===== src/rtl/fetch_unit.sv =====
// Instruction-fetch stage: PC generator, pipelined ROM interface, prefetch queue and branch redirect.
// Optional feature: define DELAY_SLOT_EN to keep one delay-slot instruction across a redirect.
module fetch_unit #(
    parameter int                ADDR_W   = 32,
    parameter int                INST_W   = 32,
    parameter int                DEPTH    = 4,
    parameter logic [ADDR_W-1:0] RESET_PC = '0,
    parameter int                PC_STEP  = 4
) (
    input  logic              clk,
    input  logic              rst,
    output logic              rom_ce,
    output logic              rom_req,
    output logic [ADDR_W-1:0] rom_addr_o,
    input  logic              rom_gnt,
    input  logic              rom_rvalid,
    input  logic [INST_W-1:0] rom_data_i,
    output logic              id_valid_o,
    input  logic              id_ready_i,
    output logic [ADDR_W-1:0] id_pc,
    output logic [INST_W-1:0] id_inst,
    input  logic              branch_flag_i,
    input  logic [ADDR_W-1:0] branch_target_address_i
);
    localparam int PW = $clog2(DEPTH);
    localparam int CW = PW + 1;
    localparam logic [CW-1:0]     CAP  = CW'(DEPTH);
    localparam logic [CW-1:0]     ONE  = CW'(1);
    localparam logic [PW-1:0]     PONE = PW'(1);
    localparam logic [ADDR_W-1:0] STEP = ADDR_W'(PC_STEP);

`ifdef DELAY_SLOT_EN
    typedef enum logic [2:0] {BOOT, RUN, DRAIN, KEEP, SLOT} state_t;
    localparam logic [PW-1:0] PTWO = PW'(2);
    logic [ADDR_W-1:0] pending;
    logic [CW-1:0]     q_after;
`else
    typedef enum logic [1:0] {BOOT, RUN, DRAIN} state_t;
`endif

    state_t state;

    logic [ADDR_W-1:0] q_pc   [DEPTH];
    logic [INST_W-1:0] q_inst [DEPTH];
    logic [ADDR_W-1:0] f_pc   [DEPTH];
    logic [PW-1:0]     q_rd, q_wr, f_rd, f_wr;
    logic [CW-1:0]     q_count, inflight, discard, inflight_n;
    logic              hs, pop, push, redirect;

    always_comb begin
        rom_req = 1'b0;
        case (state)
            RUN:     rom_req = (q_count + inflight) < CAP;
`ifdef DELAY_SLOT_EN
            SLOT:    rom_req = 1'b1;
`endif
            default: rom_req = 1'b0;
        endcase
    end

    assign hs         = rom_req & rom_gnt;
    assign id_valid_o = (q_count != '0);
    assign pop        = id_valid_o & id_ready_i;
    assign redirect   = pop & branch_flag_i;
    assign push       = rom_rvalid & (state != DRAIN);
    assign inflight_n = inflight + CW'(hs) - CW'(rom_rvalid);
    assign id_pc      = id_valid_o ? q_pc[q_rd] : '0;
    assign id_inst    = id_valid_o ? q_inst[q_rd] : '0;
`ifdef DELAY_SLOT_EN
    assign q_after    = q_count - ONE + CW'(push);
`endif

    // Storage arrays carry no reset; validity is tracked by the counters below.
    always_ff @(posedge clk) begin
        if (hs)
            f_pc[f_wr] <= rom_addr_o;
        if (push) begin
            q_pc[q_wr]   <= f_pc[f_rd];
            q_inst[q_wr] <= rom_data_i;
        end
    end

    always_ff @(posedge clk or negedge rst) begin
        if (!rst) begin
            state      <= BOOT;
            rom_ce     <= 1'b0;
            rom_addr_o <= RESET_PC;
            q_rd       <= '0;
            q_wr       <= '0;
            f_rd       <= '0;
            f_wr       <= '0;
            q_count    <= '0;
            inflight   <= '0;
            discard    <= '0;
`ifdef DELAY_SLOT_EN
            pending    <= '0;
`endif
        end else begin
            inflight <= inflight_n;
            q_count  <= q_count + CW'(push) - CW'(pop);
            if (hs) begin
                f_wr       <= f_wr + PONE;
                rom_addr_o <= rom_addr_o + STEP;
            end
            if (rom_rvalid)
                f_rd <= f_rd + PONE;
            if (push)
                q_wr <= q_wr + PONE;
            if (pop)
                q_rd <= q_rd + PONE;

            case (state)
                BOOT: begin
                    state  <= RUN;
                    rom_ce <= 1'b1;
                end
                DRAIN: if (rom_rvalid) begin
                    discard <= discard - ONE;
                    if (discard == ONE)
                        state <= RUN;
                end
`ifdef DELAY_SLOT_EN
                KEEP: if (rom_rvalid)
                    state <= (discard != '0) ? DRAIN : RUN;
                SLOT: if (hs) begin
                    rom_addr_o <= pending;
                    state      <= RUN;
                end
`endif
                default: ;
            endcase

            // Redirect overrides the normal queue/PC updates above; a same-cycle response is not stale.
            if (redirect) begin
                rom_addr_o <= branch_target_address_i;
`ifdef DELAY_SLOT_EN
                if (q_after != '0) begin
                    // Entry after the popped head sits at q_rd+1, whether already queued or pushed now.
                    q_count <= ONE;
                    q_rd    <= q_rd + PONE;
                    q_wr    <= q_rd + PTWO;
                    discard <= inflight_n;
                    state   <= (inflight_n != '0) ? DRAIN : RUN;
                end else begin
                    q_count <= '0;
                    q_rd    <= '0;
                    q_wr    <= '0;
                    if (inflight_n != '0) begin
                        discard <= inflight_n - ONE;
                        state   <= KEEP;
                    end else begin
                        rom_addr_o <= rom_addr_o;
                        pending    <= branch_target_address_i;
                        state      <= SLOT;
                    end
                end
`else
                q_count <= '0;
                q_rd    <= '0;
                q_wr    <= '0;
                discard <= inflight_n;
                state   <= (inflight_n != '0) ? DRAIN : RUN;
`endif
            end
        end
    end

endmodule


===== config.mk =====
export PLATFORM = sky130hd
export DESIGN_NAME = fetch_unit
export DESIGN_NICKNAME = d
export VERILOG_FILES = /design/src/rtl/fetch_unit.sv
export SDC_FILE = /design/constraint.sdc
export NUM_CORES = 1
export LEC_CHECK = 0
export CAP_MARGIN = 10
export CORE_ASPECT_RATIO = 2
export CORE_MARGIN = 4
export CORE_UTILIZATION = 49
export DETAILED_ROUTE_END_ITERATION = 6
export GPL_TIMING_DRIVEN = 0
export PLACE_DENSITY = 0.7
export SETUP_SLACK_MARGIN = 0.05
export SYNTH_ARGS = -nofsm -noshare
export SYNTH_HDL_FRONTEND = slang
export SYNTH_SLANG_ARGS = --single-unit

===== constraint.sdc =====
create_clock -name clk -period 7.63 [get_ports clk]
set_input_delay 2.289 -clock clk [delete_from_list [all_inputs] [get_ports clk]]
set_output_delay 2.289 -clock clk [all_outputs]
set_load 0.05 [all_outputs]

=== Yosys cells after proc, flatten, opt, wreduce, memory -nomap -nowiden ===
Memory sizes are Yosys's and may differ from the RTL's.
Cells that the tools add are included.

* Input port bits: 70
* Bits in writable memories: 384
* Output and inout port bits: 99
* Memories kept: 3
* Logic and storage cells: 68
* Register bits: 52

* Magnitude comparators: 1
* Muxes and demuxes: 22
* Bitwise gates (word level): 4
* $add $sub $neg: 11
* Eq/ne operators: 6
* Reduce and logical (&&, ||, !) cells: 11

{| class="wikitable"
|+ Memories
! memory !! words !! bits a word !! rd ports !! clocked after Yosys merged registers in !! write ports !! RTL line !! RTL
|-
| f_pc || 4 || 32 || 1 || 0 || 1 || 45 || <nowiki>logic [ADDR_W-1:0] f_pc [DEPTH];</nowiki>
|-
| q_inst || 4 || 32 || 1 || 0 || 1 || 44 || <nowiki>logic [INST_W-1:0] q_inst [DEPTH];</nowiki>
|-
| q_pc || 4 || 32 || 1 || 0 || 1 || 43 || <nowiki>logic [ADDR_W-1:0] q_pc [DEPTH];</nowiki>
|}

{| class="wikitable"
|+ Operators with widths
! kind !! count
|-
| 32-bit 2-to-1 mux || 4
|-
| 32-bit by 3-bit adder with 32-bit output (second input constant) || 1
|-
| 2-bit 2-to-1 mux || 8
|-
| 3-bit 2-to-1 mux || 4
|-
| 2-bit nonzero test || 5
|-
| 3-bit nonzero test || 3
|-
| 2-bit by 1-bit adder with 2-bit output (second input constant) || 4
|-
| 3-bit by 1-bit adder with 3-bit output || 2
|-
| 3-bit != test (second input constant) || 2
|-
| 3-bit by 1-bit subtractor with 3-bit output || 2
|-
| 1-bit 2-to-1 mux || 5
|-
| 1-bit bitwise AND || 4
|-
| 2-bit case mux with 2 select lines || 1
|-
| 3-bit adder || 1
|-
| 3-bit by 1-bit equality test with 1-bit output (second input constant) || 1
|-
| 3-bit < comparator (second input constant) || 1
|-
| 3-bit AND reduction || 1
|-
| 3-bit by 1-bit subtractor with 3-bit output (second input constant) || 1
|-
| 2-bit by 1-bit equality test with 1-bit output (second input constant) || 1
|-
| 2-bit equality test (second input constant) || 1
|-
| 2-bit zero test || 1
|-
| 2-bit != test (second input constant) || 1
|-
| 2-bit AND reduction || 1
|}

=== Depth between registers and ports, before layout ===
* Depth after elaboration: 9
* Gate-level depth with buffers: 15
* Mapped depth without buffers: 14

=== Least setup slack after synthesis ===
No wires, ideal clock.

* Path type: register to output
* From: register q_count[1]
* To: output port rom_req
* Path slack: 3.018 ns
* Cell stages (with the launch flop): 6
* Data arrival time: 2.323 ns
* Buffers on the path: 1
* Data required time: 5.341 ns
* Path through: dfrtp_1 > ha_1 > a31oi_1 > xnor2_1 > buf_2 > nor3b_1

* Cells in the longest elaborated chain, start to end: 3

{| class="wikitable"
|+ Ends and longest elaborated chain
! item !! RTL line !! RTL
|-
| start, declared || 47 || <nowiki>logic [CW-1:0] q_count, inflight, discard, inflight_n;</nowiki>
|-
| start signal, assigned || 100 || <nowiki>q_count <= q_count + CW'(push) - CW'(pop);</nowiki>
|-
| 3-bit adder || 53 || <nowiki>RUN: rom_req = (q_count + inflight) < CAP;</nowiki>
|-
| 3-bit < comparator || 53 ||
|-
| 1-bit 2-to-1 mux || 52 || <nowiki>case (state)</nowiki>
|-
| end, declared || 13 || <nowiki>output logic rom_req,</nowiki>
|}

Every way passes these cells.

=== Final worst setup path ===
* From: register q_rd[1]
* To: output port id_pc[15]

* Cells in the longest elaborated chain, start to end: 2

{| class="wikitable"
|+ Ends and longest elaborated chain
! item !! RTL line !! RTL
|-
| start, declared || 46 || <nowiki>logic [PW-1:0] q_rd, q_wr, f_rd, f_wr;</nowiki>
|-
| start signal, assigned || 110 || <nowiki>q_rd <= q_rd + PONE;</nowiki>
|-
| memory read 4 x 32 bit || n/a ||
|-
| 32-bit 2-to-1 mux || 67 || <nowiki>assign id_pc = id_valid_o ? q_pc[q_rd] : '0;</nowiki>
|-
| end, declared || 20 || <nowiki>output logic [ADDR_W-1:0] id_pc,</nowiki>
|}

Every way passes these cells.

==> run metrics <==
Worst-Margin Slew=0.892 ns; highest cell delay on the worst timing path=0.84 ns; area grow syn2layout=20.6%; Finished Cell Area=20900 um^2; Die W=141 um; Buf+Inv Stages, Crit Path=3; Hold Path Class=reg -> reg; Sw Ratio=38.3%; top cell type's share of synthesized area=66.5%; NetSw=3.68 mW; CP top delay family=buffers and inverters; Synth Area per Inst=19.3 um^2; R2R cell count=15; Root Driver=clkbuf_16; Startpoint Class=flop; post-route ant nets=0; Area contributors post-synth=edfxtp_1 (66%), mux4_2 (12%), dfrtp_1 (7.5%), and2_1 (2.7%), xnor2_1 (1.8%); Met2 Wirelength=19400 um; Max Cap Violations=0; CTS buffer count=37; cts repair resizes=0; logic gate share of total power=42.3%; cell count along the critical path=5; antenna cell count=0; initial antenna violation count=0; #FFs+latches synth=436; Wirelength per Cell=21.4 um; Placed Instances=1516; drt initial violations=467; Peak VDD IR=0.386 mV; Commonest cells post-synth=edfxtp_1 (384), mux4_2 (96), and2_1 (75), dfrtp_1 (52), nand2_1 (49); net count of the mapped netlist=986; clk slew on worst S/H paths=0.07 ns; Post-synth EDFFs=384; Internal=5.93 mW; Setup Buffers After CTS=0; Final nets=1198; H-tree levels=2; first-pass GRT wire length=53100 um; die height=274 um; Cell variety after synth=42; top-count cell post-synth=edfxtp_1; clk_lat worst skew=0.52 ns; Placed Instance Area=19700 um^2; overall routing resource usage=17.9%; CP max stage cell=clkdlybuf4s50_1; hold path depth=1; Finish-stage setup viols=0; clk_skew=0.0108 ns; total iterations of the first detailed-routing run=5; status=finished clean; worst setup path class=reg -> out; pin count of the biggest net entering global routing=47; Top-Level Pins=169; max layer used=met4; non-filler cells, final=1584; clock share of power=19.3%; Die Area=38700 um^2; Worst Path Arrival=3.29 ns; via count=8672; hpwl dp=23100 um; max-slew violations=0; crit-path cells=clkbuf_1 -> clkbuf_1 -> mux4_2 -> and2_1 -> clkdlybuf4s50_1; Max Fclk=179 MHz; clock tree buffer depth=3; TNS Setup=0 ns; CTS tree=built; vias in the first global route=9430; Vias/cell=5.47; Remaining DRCs=0; kind of end point of the critical path=output pin; Placer Congestion=0.823; Slew Limit Headroom=40.5%; initial core utilization=49.6%; ys flop type=edfxtp_1; core area=35000 um^2; hold_ws=0.496 ns; fraction of layout instances using a drive strength above 1=17.6%; Post-synth ARST share=11.9%; gr ovfl total=0; PwrDens=459 nW/um^2; Syn Inst Count=898; Crit Path Max Fanout=10; Power Total=9.61 mW; Crit path required time=5.34 ns; most used cell along the critical path=clkbuf_1; Yosys Warn Count=0; RSZ-0062 raised after global routing=false; Tcrit/Tclk final=73.1%; final WL=33800 um; sequential power share=38.4%; Hold Fails Final Rpt=0; synthesized area=17400 um^2; port buffer count=168; total clock sinks=436; wl on met1=11800 um; row count=97; routed wl met3=1290 um; min Tclk post-route=5.58 ns; P_leak=6.85 nW; Seq/Total Area, Yosys=74.0%; hold_buf cts=0; Synth area leader=edfxtp_1
==> layout make-up <==
cell class	instances	area [um^2]
inverter	15	56.3
timing repair buffer	173	1800
multi-input combinational	400	4270
clock buffer	50	1030
fill	2591	14000
clock inverter	18	173
sequential	436	12800
tap	445	557
buffer	47	210
==> per-stage QoR <==
stage          util, %  setup slack (ns)
4_1_cts           59.9              1.97
2_1_floorplan        -              3.02
6_report          59.9              2.05
3_3_place_gp      56.0             0.879
3_5_place_dp      56.4              2.32
5_1_grt           59.9              1.87
==> metal layers <==
metal	vias to the layer above	global-route usage [%]
li1	3933	-
met1	4464	19.8
met2	214	34.0
met3	61	2.46
met4	0	7.40
met5	-	0
==> cell usage in the layout, fill, tap and decap left out, types with 7 or more instances in the layout <==
master / count
ha_1: 16
and2_1: 67
and3_1: 8
dfrtp_1: 52
nor3_1: 7
nand3_1: 9
clkdlybuf4s50_1: 167
nor4_2: 16
edfxtp_1: 384
nor2_1: 16
buf_2: 13
clkbuf_1: 37
clkbuf_16: 39
o21ai_1: 26
nand2_1: 49
xnor2_1: 35
a21oi_1: 9
inv_1: 15
mux4_2: 96
==> cells by family (layout without fill, tap and decap cells) <==
logic type	count (synthesis)	in the layout	synth area share [%]
buffers and inverters	62	303	1.54
AOI/OAI and AO/OA	40	40	1.20
and+or+nand+nor	202	202	7.21
adders and majority gates	18	18	1.38
muxes	99	99	12.6
DFF	436	436	74.0
xor gates and xnor gates	41	41	2.07
==> flip-flops by register name, summed over array words and instances (netlist names) <==
| signal | cells |
|---|---|
| f_pc | 128 |
| q_inst | 128 |
| q_pc | 128 |
| rom_addr_o | 32 |
| discard | 3 |
| inflight | 3 |
| q_count | 3 |
| f_rd | 2 |
| f_wr | 2 |
| q_rd | 2 |
| q_wr | 2 |
| state | 2 |
| rom_ce | 1 |
==> power by group through the flow <==
stage / registers, mW / logic, mW / clock network [mW]
after floorplan: 3.91 / 2.56 / 0
after global placement: 3.73 / 4.06 / 0
after detailed placement: 3.74 / 4.14 / 0
after CTS: 3.69 / 4.15 / 1.90
after global routing: 3.75 / 4.34 / 2.00
final: 3.69 / 4.07 / 1.85
==> path summary, 6_finish.rpt <==
path,startpoint,end,slack [ns]
min in group asynchronous,rst,rom_addr_o[10],1.76
setup / recovery,q_rd[1],id_pc[15],2.05
hold / removal,rom_ce,rom_ce,0.50
setup reg to reg,q_count[1],state[1],4.18
max in group asynchronous,rst,rom_addr_o[24],5.27
hold reg to reg,rom_ce,rom_ce,0.50
==> worst register-to-register path, delay by kind of cell (launching register included) <==
| kind | cells | cell delay [ns] |
|---|---|---|
| AOI/OAI and AO/OA | 2 | 0.38 |
| xor gates and xnor gates | 3 | 0.47 |
| adders and majority gates | 4 | 1.15 |
| buffers and inverters | 3 | 0.36 |
| DFF | 1 | 0.44 |
| and+or+nand+nor | 3 | 0.55 |
Note: power is estimated with default switching activity, not from simulation.
